===== src/rtl/lenet_pkg.sv =====
// lenet_pkg: shared constants, FSM encoding and SRAM lane extraction for the LeNet pipeline
package lenet_pkg;
  localparam int CLASS_NUM = 10;
  localparam int LANE_W = 8;
  localparam int LANES = 4;
  typedef enum logic [2:0] {S_IDLE = 3'd0, S_FETCH = 3'd1, S_LATCH = 3'd2, S_SCAN = 3'd3, S_OUT = 3'd4} state_e;
  // Lane 0 is the most significant byte, matching FC bytemask order 1000->0001.
  function automatic logic signed [LANE_W-1:0] lane_score(input logic [LANE_W*LANES-1:0] word, input logic [1:0] lane);
    return word[LANE_W*LANES-1-LANE_W*lane -: LANE_W];
  endfunction
endpackage


===== src/rtl/argmax_cmp.sv =====
// argmax_cmp: registered running maximum with unconditional load and signed strict-greater update
module argmax_cmp #(
  parameter int DW = 8,
  parameter int IW = 4
) (
  input  logic                 clk,
  input  logic                 srst,
  input  logic                 en,
  input  logic                 load,
  input  logic signed [DW-1:0] in_score,
  input  logic        [IW-1:0] in_idx,
  output logic signed [DW-1:0] nxt_score,
  output logic        [IW-1:0] nxt_idx
);
  logic signed [DW-1:0] max_score_q;
  logic        [IW-1:0] max_idx_q;
  logic                 take;
  always_comb begin
    take = en && (load || in_score > max_score_q);
    nxt_score = take ? in_score : max_score_q;
    nxt_idx = take ? in_idx : max_idx_q;
  end
  always_ff @(posedge clk) begin
    if (srst) begin
      max_score_q <= '0;
      max_idx_q <= '0;
    end else begin
      max_score_q <= nxt_score;
      max_idx_q <= nxt_idx;
    end
  end
endmodule


===== src/rtl/fc_argmax.sv =====
// fc_argmax: sequential argmax over the ten FC2 scores in SRAM f with a valid/ready result port
module fc_argmax #(
  parameter int DATA_WIDTH = 8,
  parameter int DATA_NUM_PER_SRAM_ADDR = 4,
  parameter int CLASS_NUM = 10,
  parameter int F_ADDR_WIDTH = 6
) (
  input  logic                                         clk,
  input  logic                                         srst,
  input  logic                                         fc2_done,
  output logic [F_ADDR_WIDTH-1:0]                      sram_raddr_f,
  input  logic [DATA_WIDTH*DATA_NUM_PER_SRAM_ADDR-1:0] sram_rdata_f,
  output logic                                         result_valid,
  input  logic                                         result_ready,
  output logic [3:0]                                   result_class,
  output logic [DATA_WIDTH-1:0]                        result_score,
  output logic                                         busy
);
  import lenet_pkg::*;
  state_e state_q, state_d;
  logic [1:0] word_cnt_q, word_cnt_d, lane_cnt_q, lane_cnt_d;
  logic [3:0] class_cnt_q, class_cnt_d;
  logic pending_q, pending_d;
  logic [DATA_WIDTH*DATA_NUM_PER_SRAM_ADDR-1:0] word_buf_q, word_buf_d;
  logic [3:0] result_class_q, result_class_d;
  logic [DATA_WIDTH-1:0] result_score_q, result_score_d;
  logic signed [DATA_WIDTH-1:0] nxt_score;
  logic [3:0] nxt_idx;
  logic start, scan, last_class;
  assign start = fc2_done || pending_q;
  assign scan = state_q == S_SCAN;
  assign last_class = class_cnt_q == 4'(CLASS_NUM - 1);
  argmax_cmp #(.DW(DATA_WIDTH), .IW(4)) u_cmp (
    .clk(clk), .srst(srst), .en(scan), .load(class_cnt_q == 4'd0),
    .in_score(lane_score(word_buf_q, lane_cnt_q)), .in_idx(class_cnt_q),
    .nxt_score(nxt_score), .nxt_idx(nxt_idx)
  );
  always_comb begin
    state_d = state_q;
    word_cnt_d = word_cnt_q;
    lane_cnt_d = lane_cnt_q;
    class_cnt_d = class_cnt_q;
    word_buf_d = word_buf_q;
    pending_d = pending_q || (fc2_done && state_q != S_IDLE);
    result_class_d = scan && last_class ? nxt_idx : result_class_q;
    result_score_d = scan && last_class ? nxt_score : result_score_q;
    case (state_q)
      S_IDLE: state_d = start ? S_FETCH : S_IDLE;
      S_FETCH: state_d = S_LATCH;
      S_LATCH: begin
        word_buf_d = sram_rdata_f;
        state_d = S_SCAN;
      end
      S_SCAN: begin
        class_cnt_d = class_cnt_q + 4'd1;
        lane_cnt_d = lane_cnt_q + 2'd1;
        if (last_class) state_d = S_OUT;
        else if (lane_cnt_q == 2'd3) begin
          word_cnt_d = word_cnt_q + 2'd1;
          state_d = S_FETCH;
        end
      end
      // A pending request restarts straight from the handshake cycle.
      S_OUT: state_d = result_ready ? (start ? S_FETCH : S_IDLE) : S_OUT;
      default: state_d = S_IDLE;
    endcase
    if (state_d == S_FETCH && (state_q == S_IDLE || state_q == S_OUT)) begin
      pending_d = 1'b0;
      word_cnt_d = '0;
      lane_cnt_d = '0;
      class_cnt_d = '0;
    end
  end
  always_ff @(posedge clk) begin
    if (srst) begin
      state_q <= S_IDLE;
      word_cnt_q <= '0;
      lane_cnt_q <= '0;
      class_cnt_q <= '0;
      pending_q <= 1'b0;
      word_buf_q <= '0;
      result_class_q <= '0;
      result_score_q <= '0;
    end else begin
      state_q <= state_d;
      word_cnt_q <= word_cnt_d;
      lane_cnt_q <= lane_cnt_d;
      class_cnt_q <= class_cnt_d;
      pending_q <= pending_d;
      word_buf_q <= word_buf_d;
      result_class_q <= result_class_d;
      result_score_q <= result_score_d;
    end
  end
  assign sram_raddr_f = F_ADDR_WIDTH'(word_cnt_q);
  assign result_valid = state_q == S_OUT;
  assign result_class = result_class_q;
  assign result_score = result_score_q;
  assign busy = state_q != S_IDLE;
endmodule


===== config.mk =====
export PLATFORM = sky130hd
export DESIGN_NAME = fc_argmax
export DESIGN_NICKNAME = d
export VERILOG_FILES = /design/src/rtl/lenet_pkg.sv /design/src/rtl/argmax_cmp.sv /design/src/rtl/fc_argmax.sv
export SDC_FILE = /design/constraint.sdc
export NUM_CORES = 1
export LEC_CHECK = 0
export BUFFER_PORTS_ARGS = -buffer_cell sky130_fd_sc_hd__clkbuf_2
export CORE_MARGIN = 2
export CORE_UTILIZATION = 40
export DETAILED_ROUTE_END_ITERATION = 12
export GPL_ROUTABILITY_DRIVEN = 0
export GPL_TIMING_DRIVEN = 0
export HOLD_SLACK_MARGIN = 0.15
export PLACE_DENSITY_LB_ADDON = 0.1
export SLEW_MARGIN = 20
export SYNTH_ARGS = -nofsm -noshare
export SYNTH_HDL_FRONTEND = slang
export SYNTH_HIERARCHICAL = 1
export SYNTH_SLANG_ARGS = --single-unit

===== constraint.sdc =====
create_clock -name clk -period 6.6 [get_ports clk]
set_clock_uncertainty 0.2 [all_clocks]
set_input_delay 0.66 -clock clk [delete_from_list [all_inputs] [get_ports clk]]
set_output_delay 0.66 -clock clk [all_outputs]
set_load 0.01 [all_outputs]

==> out/metrics.cfg <==
[layout]
area_growth_pct = 18.7
fill_cells = 843
final_cell_mix = nand2_1 (72), dfxtp_1 (68), a21oi_1 (56)
layout-drive-gt1-share_pct = 24.7
layout_commonest_cell = nand2_1
nets = 493
num_antenna_cells = 0

[drt]
routed_via_density = 5.06
drc = 0
drt_first_pass_iters = 4
wl_per_cell_um = 14.4
drt_iter0_markers = 69
vias = 2806
ant_nets = 0
wl_um = 7990

[pwr]
peakVddDrop_v = 0.0000891
p_int_uw = 694
p_per_area_nw_per_um2 = 237
p_leak_uw = 0.00151
p_seq_share_pct = 46.3
switching_share_pct = 25.7
power_frac_comb_pct = 12.0
p_clk_share_pct = 41.7
power_uw = 935
power_switching_uw = 240

[clock_network]
post_cts_buffers = 0
h-tree-depth = 3
clockBufferDepth = 2
ctsHoldBuffers = 0
cts_root_buf = clkbuf_8
cts_tree = built
cts_buffers = 9
cts.clk_slew.worst_paths_ps = 80
cts_resized = 0
cts.sinks = 68
clk_latency_ps = 350

[synthesis]
synth_top_family_by_area = simple AND/OR/NAND/NOR gates
synth_warnings = 6
synth-compound-area-share_pct = 13.7
synth.top_cell.area_share_pct = 40.9
ys_ff_latch = 68
syn_area_per_cell_um2 = 8.75
synth_fa_ha_area_share_pct = 4.51
ys_async_sr_fraction_pct = 0
yosysSeqAreaShare_pct = 40.9
synthTopCellsByArea = dfxtp_1 (41%), a21oi_1 (8.4%), nand2_1 (8.1%)
synth_area_leader_cell = dfxtp_1
netlist_instances = 380
synth_edf_count = 0
syn_area_um2 = 3330
synthSimpleGateAreaFrac_pct = 20.3
synth_xor_area_share_pct = 0.263
yosys.cell_types.count = 43
synth_ff_type = dfxtp_1
muxShareOfSynthArea_pct = 13.1

[floorplanning]
row_count = 33
die_h_um = 95.2
dieArea_um2 = 9060
core-area_um2 = 8130
fp.dieW_um = 95.2
io_pins = 56
start_util_pct = 40.9

[job]
cap_violations = 0

[global_routing]
antenna_found_initial = 0
grt_max_degree = 13
grt_util_all_layers_pct = 19.6
grt_pass1_vias = 2765
grt_pass1_wl_um = 13600
gr-total-overflow = 0

[worst_setup_path]
end_kind = flip-flop
worstRegToRegCells = 10
max_stage_delay_ps = 640
startpoint_type = flip-flop
arrival_ps = 3590
r2r_slack_ps = 3020
worstPathCellList = clkbuf_1, mux4_2, ha_1, inv_1, nor4_2, o21ai_1, o221ai_1, mux2_2, nand3_1, a21oi_1
crit_slowest_cell = mux4_2
cp.required_ps = 6610
path_max_fanout = 9
critPathLaunch = lane_cnt_q[1]$_SDFFE_PP0P_
crit_type = flip-flop to flip-flop
r2r-start = lane_cnt_q[1]$_SDFFE_PP0P_

[sta]
whs_ps = 255
setup_viol = 0
period_share_pct = 54.2
fmax_mhz = 279
rsz0062_at_grt = false
finalHoldViolCount = 0
relSlewSlack_pct = 57.3
drv_slew = 0
fin_crit_ps = 3580
setup_ws_ps = 3020
worstMarginPinSlew_ps = 638
final.setup.tns_ps = 0

[worst_hold_path]
hp-start = word_buf_q[12]$_SDFFE_PP0N_
worstHoldPathCells = 2
hp-class = flip-flop to flip-flop

[placed_design]
dp_slack_ps = 3070
hpwl_um = 5870
port_buffers = 51

[status]
outcome = complete, no violations

## layer usage
layer,up-vias,share of wire [%],track usage [%]
li1,1418,-,-
met1,1320,47,25.5
met2,57,47,31.8
met3,11,4.5,4.82
met4,0,1.3,6.76
met5,-,0,0
## area by class of cell
type / count / area [um^2] / area share (%)
Buffer: 32 / 176 / 4.47
Clock buffer: 10 / 138 / 3.49
Clock inverter: 6 / 87.6 / 2.22
Inverter: 16 / 60.1 / 1.52
Multi-Input combinational cell: 267 / 1740 / 44.0
Sequential cell: 68 / 1360 / 34.5
Tap cell: 105 / 131 / 3.33
Timing Repair Buffer: 51 / 255 / 6.46
## flip-flops by register name, summed over array words and instances (netlist names)
signal,cells
pending_q,1
lane_cnt_q,2
result_score,8
u_cmp/max_idx_q,4
result_class,4
u_cmp/max_score_q,8
state_q,3
word_buf_q,32
word_cnt_q,2
class_cnt_q,4
## cell families (layout without fill, tap and decap cells)
kind of cell	Yosys count	in the layout
and+or+nand+nor	137	137
AOI/OAI and AO/OA	81	81
DFF	68	68
buffers and inverters	48	115
muxes	32	32
adders and majority gates	12	12
other	1	4
xor gates and xnor gates	1	1
## cells in the mapped netlist (all sizes together), types with 5 or more instances
| cell type | n |
|---|---|
| nand2 | 72 |
| dfxtp | 68 |
| a21oi | 57 |
| nand2b | 25 |
| buf | 18 |
| o21ai | 17 |
| inv | 16 |
| clkbuf | 14 |
| nand3 | 13 |
| ha | 12 |
| mux2 | 12 |
| mux2i | 12 |
| mux4 | 8 |
| nor2 | 5 |
## worst paths after layout
| kind | to |
|---|---|
| max | result_class[2]$_SDFFE_PP0P_ |
| min | word_buf_q[12]$_SDFFE_PP0N_ |
| max reg2reg | result_class[2]$_SDFFE_PP0P_ |
| min reg2reg | word_buf_q[12]$_SDFFE_PP0N_ |
## power groups by stage
stage / Combinational, uW / Clock [uW] / Sequential [uW]
CTS: 113 / 399 / 433
global route: 127 / 415 / 435
detailed placement: 113 / 0 / 442
floorplan: 79.2 / 0 / 439
finish: 112 / 390 / 433
global placement: 112 / 0 / 442
## critical path: cells and delay by family (launching register included)
kind                       cells  cell delay [ps]
AOI/OAI and AO/OA              3              760
muxes                          2             1040
buffers and inverters          2              510
and+or+nand+nor                2              270
DFF                            1              330
adders and majority gates      1              320
## through the flow
stage / instance area (um^2) / cells / utilization, %
floorplan: 3340 / 383 / -
detailed placement: 3720 / 539 / 45.8
global route: 3950 / 555 / 48.5
global placement: 3720 / 539 / 45.8
finish: 3950 / 555 / 48.5
CTS: 3950 / 555 / 48.5
Power figures use the tool's default switching activity.
